[src/rtl/padctl_in_filter.sv]
// Input conditioning behind the pad controller: per-bit 2-flop sync, glitch filter
// and edge pulses, plus a one-shot boot-strap sampler with a re-sample request.
module padctl_in_filter #(
  parameter int NUM_IN     = 32,
  parameter int FILT_CNT_W = 4,
  parameter int STRAP_WAIT = 16
) (
  input  logic                  clk_i,
  input  logic                  rst_i,
  input  logic [NUM_IN-1:0]     in_raw_i,
  input  logic [NUM_IN-1:0]     filt_en_i,
  input  logic [FILT_CNT_W-1:0] filt_thresh_i,
  output logic [NUM_IN-1:0]     in_sync_o,
  output logic [NUM_IN-1:0]     in_filt_o,
  output logic [NUM_IN-1:0]     rise_o,
  output logic [NUM_IN-1:0]     fall_o,
  input  logic                  strap_jtag_spi_n_i,
  input  logic                  strap_boot_i,
  input  logic                  strap_resample_i,
  output logic                  strap_valid_o,
  output logic                  strap_jtag_spi_n_o,
  output logic                  strap_boot_o
);

  localparam int SCNT_W = 16;

  typedef enum logic {
    S_WAIT = 1'b0,
    S_DONE = 1'b1
  } strap_state_e;

  logic [NUM_IN-1:0]     sync1_q, sync2_q;
  logic [NUM_IN-1:0]     filt_q, filt_d;
  logic [NUM_IN-1:0]     prev_q;
  logic [FILT_CNT_W-1:0] cnt_q [NUM_IN];
  logic [FILT_CNT_W-1:0] cnt_d [NUM_IN];

  // Strap sync vectors: bit 1 = jtag_spi_n, bit 0 = boot.
  logic [1:0]        strap_sync1_q, strap_sync2_q;
  strap_state_e      state_q, state_d;
  logic [SCNT_W-1:0] scnt_q, scnt_d;
  logic              valid_q, valid_d;
  logic              jtag_q, jtag_d;
  logic              boot_q, boot_d;

  // Filter next state. A change must be seen on thresh+1 consecutive edges; the
  // >= compare lets a threshold lowered mid-count accept at once instead of stalling.
  always_comb begin
    // NOTE: every combinational output gets a default first, so no path can
    // leave it unassigned and infer a latch.
    filt_d = filt_q;
    for (int i = 0; i < NUM_IN; i++) begin
      cnt_d[i] = '0;
      if (!filt_en_i[i]) begin
        filt_d[i] = sync2_q[i];
      end else if (sync2_q[i] != filt_q[i]) begin
        if (cnt_q[i] >= filt_thresh_i) filt_d[i] = sync2_q[i];
        else                           cnt_d[i]  = cnt_q[i] + 1'b1;
      end
    end
  end

  always_ff @(posedge clk_i) begin
    // NOTE: sequential state uses non-blocking assignments so every flop samples
    // the pre-edge values, independent of statement order.
    if (rst_i) begin
      sync1_q <= '0;
      sync2_q <= '0;
      filt_q  <= '0;
      prev_q  <= '0;
      // NOTE: the counter array is reset explicitly; it is flop state feeding a
      // compare, not a RAM, and a stale count would shorten the first filter window.
      for (int i = 0; i < NUM_IN; i++) cnt_q[i] <= '0;
    end else begin
      sync1_q <= in_raw_i;
      sync2_q <= sync1_q;
      filt_q  <= filt_d;
      prev_q  <= filt_q;
      for (int i = 0; i < NUM_IN; i++) cnt_q[i] <= cnt_d[i];
    end
  end

  assign in_sync_o = sync2_q;
  assign in_filt_o = filt_q;
  assign rise_o    = filt_q & ~prev_q;
  assign fall_o    = ~filt_q & prev_q;

  // Strap sampler: count STRAP_WAIT edges after reset (or re-sample), then latch
  // the synchronised pins and hold them until the next latch.
  always_comb begin
    state_d = state_q;
    scnt_d  = scnt_q;
    valid_d = valid_q;
    jtag_d  = jtag_q;
    boot_d  = boot_q;
    case (state_q)
      S_WAIT: begin
        if (strap_resample_i) begin
          scnt_d = '0;
        end else if (scnt_q == SCNT_W'(STRAP_WAIT - 1)) begin
          jtag_d  = strap_sync2_q[1];
          boot_d  = strap_sync2_q[0];
          valid_d = 1'b1;
          state_d = S_DONE;
        end else begin
          scnt_d = scnt_q + 1'b1;
        end
      end
      S_DONE: begin
        if (strap_resample_i) begin
          valid_d = 1'b0;
          scnt_d  = '0;
          state_d = S_WAIT;
        end
      end
      default: state_d = S_WAIT;
    endcase
  end

  always_ff @(posedge clk_i) begin
    if (rst_i) begin
      strap_sync1_q <= '0;
      strap_sync2_q <= '0;
      state_q       <= S_WAIT;
      scnt_q        <= '0;
      valid_q       <= 1'b0;
      jtag_q        <= 1'b0;
      boot_q        <= 1'b0;
    end else begin
      strap_sync1_q <= {strap_jtag_spi_n_i, strap_boot_i};
      strap_sync2_q <= strap_sync1_q;
      state_q       <= state_d;
      scnt_q        <= scnt_d;
      valid_q       <= valid_d;
      jtag_q        <= jtag_d;
      boot_q        <= boot_d;
    end
  end

  assign strap_valid_o      = valid_q;
  assign strap_jtag_spi_n_o = jtag_q;
  assign strap_boot_o       = boot_q;

endmodule

[config.mk]
export PLATFORM = sky130hd
export DESIGN_NAME = padctl_in_filter
export DESIGN_NICKNAME = d
export VERILOG_FILES = /design/src/rtl/padctl_in_filter.sv
export SDC_FILE = /design/constraint.sdc
export NUM_CORES = 1
export LEC_CHECK = 0
export CORE_UTILIZATION = 47
export DETAILED_ROUTE_END_ITERATION = 6
export PLACE_DENSITY_LB_ADDON = 0.12
export REMOVE_ABC_BUFFERS = 1
export SYNTH_ARGS = -nofsm -noshare
export SYNTH_HDL_FRONTEND = slang
export SYNTH_SLANG_ARGS = --single-unit
[constraint.sdc]
create_clock -name clk_i -period 7.1 [get_ports clk_i]
set_input_delay 2.13 -clock clk_i [delete_from_list [all_inputs] [get_ports clk_i]]
set_output_delay 2.13 -clock clk_i [all_outputs]
set_load 0.01 [all_outputs]
==> impl_metrics.csv <==
group,metric,value,unit
outcome,status,"finished clean",
place,io_buffer_count,203,
sta,fin_skew,0.01185,ns
global_route,grt_pass1_vias,8834,
logic_synthesis,synth_top_flop_cell,"dfxtp_1",
final_layout,diodes,0,
logic_synthesis,synthArstFlopShare,0,%
clock_network,cts_buffer_depth,3,
detailed_routing,drc_errors,0,
setup_path,cp-startpoint,"filt_thresh_i[1]",
logic_synthesis,syn_inst,1279,
place,hpwl,16.28,mm
hold_path,hp-start,"sync1_q[5]$_SDFF_PP0_",
logic_synthesis,synth_cell_types,31,
global_route,grt_busiest_layer,"met2",
sta,fin_setup_tns,0,ns
global_route,grt_max_degree,67,
global_route,antenna_found_initial,0,
setup_path,critPathArrivalTime,4.52,ns
logic_synthesis,syn_area,12980,um^2
logic_synthesis,avgSynthCellArea,10.15,um^2
detailed_routing,routed_wl,24.03,mm
clock_network,cts_hold_buf,0,
clock_network,postCtsSetupBuffers,0,
detailed_routing,viasPerCell,4.839,
power_and_ir_drop,p_per_area,211.7,nW/um^2
flow_run,maxCapViolCount,0,
detailed_routing,ant_nets,0,
place,gp_congestion,0.7349,
logic_synthesis,synth-edff-count,0,
logic_synthesis,yosysMostFrequentCell,"dfxtp_1",
sta,worst_hold_slack,0.4344,ns
power_and_ir_drop,leakage,7.084,nW
detailed_routing,drt_iter0_drc,241,
clock_network,htreeDepth,1,
logic_synthesis,yosysTopAreaCellShare,43.19,%
hold_path,min_to,"in_sync_o[5]$_SDFF_PP0_",
die,fp.dieW,168.2,um
clock_network,clock_latency,0.55,ns
clock_network,root_buffer,"clkbuf_16",
clock_network,clkTransAtPathRegs,0.06,ns
hold_path,hold_depth,1,
detailed_routing,vias,8996,
final_layout,nFillCells,2296,
sta,finalHoldViolCount,0,
clock_network,cts_tree,"yes",
setup_path,cp.required,7.58,ns
setup_path,r2r_end,"scnt_q[15]$_SDFFE_PP0P_",
sta,rsz0062_at_grt,"no",
logic_synthesis,synth_commonest_cells,"dfxtp_1 (280), nor2b_1 (196), ha_1 (161), nor2_1 (149), inv_1 (67)",
setup_path,cpPeakStageDelay,0.66,ns
sta,maxSlewViolCount,0,
setup_path,r2r_cells,6,
global_route,grt_overflow,0,
clock_network,cts.sinks,280,
final_layout,design_area,16390,um^2
die,die_area,28280,um^2
setup_path,path_max_fanout,32,
sta,worst_pin_slew,0.9709,ns
die,die_h,168.2,um
power_and_ir_drop,fin_total_pwr,3.469,mW
detailed_routing,dr.pass1.iters,4,
final_layout,final_cells,1859,
place,postPlaceCellArea,15360,um^2
final_layout,drive_above_1_share,6.983,%
final_layout,layout.nets,1729,
clock_network,cts_buffers,31,
hold_path,hold_class,"reg2reg",
global_route,met2_usage,31.36,%
setup_path,rrSetupSlack,5.10,ns
clock_network,cts_resized,0,
setup_path,crit_type,"in2reg",
die,initial_core_util,48.02,%
global_route,grt_pass1_wl,40.68,mm
die,core,27030,um^2
place,dp_cells,1803,
detailed_routing,post_drt_wl_per_cell,12.92,um
logic_synthesis,post-synth-top-area-cell,"dfxtp_1",
logic_synthesis,synthTopCellsByArea,"dfxtp_1 (43%), ha_1 (16%), nor2b_1 (9.4%)",
setup_path,crit_chain,"clkdlybuf4s50_1 > inv_2 > ha_1 > a21o_1 > a21o_1 > a2111o_1 > nor2_1",
global_route,grtUsageMet3,2.891,%
global_route,grt_use_total,17.16,%
setup_path,rr_startpoint,"scnt_q[0]$_SDFFE_PP0P_",
sta,maxSlewHeadroom,35.27,%
die,rows,60,
setup_path,slowest_stage,"inv_2",
logic_synthesis,ys_warn_count,0,
logic_synthesis,seq_area_frac_synth,43.19,%
sta,max_freq,247.9,MHz
power_and_ir_drop,peakVddDrop,0.1585,mV
setup_path,critPathLaunchType,"input port",
setup_path,cpMostUsedCell,"a21o_1",
setup_path,cp-end-kind,"flop",
sta,period_share,56.81,%
die,num_io_pins,204,
global_route,use_met1,20.89,%
sta,fin_crit,4.034,ns
logic_synthesis,synth_seq_cells,280,
final_layout,area_growth,26.26,%
sta,setup_viol,0,
-- cell families after synthesis --
group | share of synthesized area, %
compound gates | 8.879
xor+xnor | 7.491
flops | 43.19
mux | 3.008
simple gates | 19.26
buf+inv | 2.651
fa+ha+maj | 15.52
-- cells in the final DEF, fill, tap and decap left out, types with 8 or more instances in the layout --
cell	synthesis	final
dfxtp_1	280	280
clkdlybuf4s50_1	0	201
nor2b_1	196	196
ha_1	161	161
nor2_1	149	149
xnor2_1	65	65
inv_1	67	64
nand2b_1	64	64
a21o_1	64	64
xor2_1	46	46
nand3_1	35	35
a21oi_1	33	33
a2111o_1	32	32
mux2_2	32	32
clkbuf_16	0	31
clkinv_2	0	9
clkbuf_8	0	8
-- worst max-delay path by stage --
stage / end / slack, ns
floorplan: cnt_q[0][10]$_SDFF_PP0_ / 3.12
global placement: cnt_q[1][27]$_SDFF_PP0_ / 2.45
detailed placement: cnt_q[0][51]$_SDFF_PP0_ / 2.44
CTS: cnt_q[1][47]$_SDFF_PP0_ / 3.02
global route: cnt_q[1][22]$_SDFF_PP0_ / 2.92
finish: cnt_q[0][31]$_SDFF_PP0_ / 3.07
-- cell type report --
class / count / area, um^2 / area share (%)
multi-input cells: 910 / 7029 / 42.90
flip-flops and latches: 280 / 5605 / 34.21
repair buffers: 205 / 2043 / 12.47
clock buffers: 41 / 893.4 / 5.452
well taps: 341 / 426.7 / 2.604
inverters: 67 / 251.5 / 1.535
clock inverters: 15 / 137.6 / 0.8399
-- worst max-delay path: cells and delay by family --
family	cells	cell delay (ns)
buf+inv	2	1.07
compound gates	3	0.79
fa+ha+maj	1	0.37
simple gates	1	0.12
-- where the power goes --
group	internal (mW)	leakage, nW	switching [mW]
clock	0.951	0.514	0.631
sequential	1.60	2.27	0.0220
combinational	0.146	4.30	0.116
-- metal layers --
layer	part of all wire, %	routed length, um
met2	48	11620
met4	1.8	434
met1	46	11050
met3	3.8	917
met5	0	0
-- registers in the layout, indices dropped and copies added, names as in the netlist --
| name | flops |
|---|---|
| cnt_q | 128 |
| in_filt_o | 32 |
| in_sync_o | 32 |
| prev_q | 32 |
| sync1_q | 32 |
| scnt_q | 16 |
| strap_sync1_q | 2 |
| strap_sync2_q | 2 |
| state_q | 1 |
| strap_boot_o | 1 |
| strap_jtag_spi_n_o | 1 |
| strap_valid_o | 1 |
-- per-stage QoR --
step           utilization [%]  setup WS, ns
2_1_floorplan                -         3.117
3_3_place_gp             56.82         2.453
3_5_place_dp             56.82         2.442
4_1_cts                  60.63         3.023
5_1_grt                  60.63         2.918
6_report                 60.63         3.066
Power figures use the tool's default switching activity.
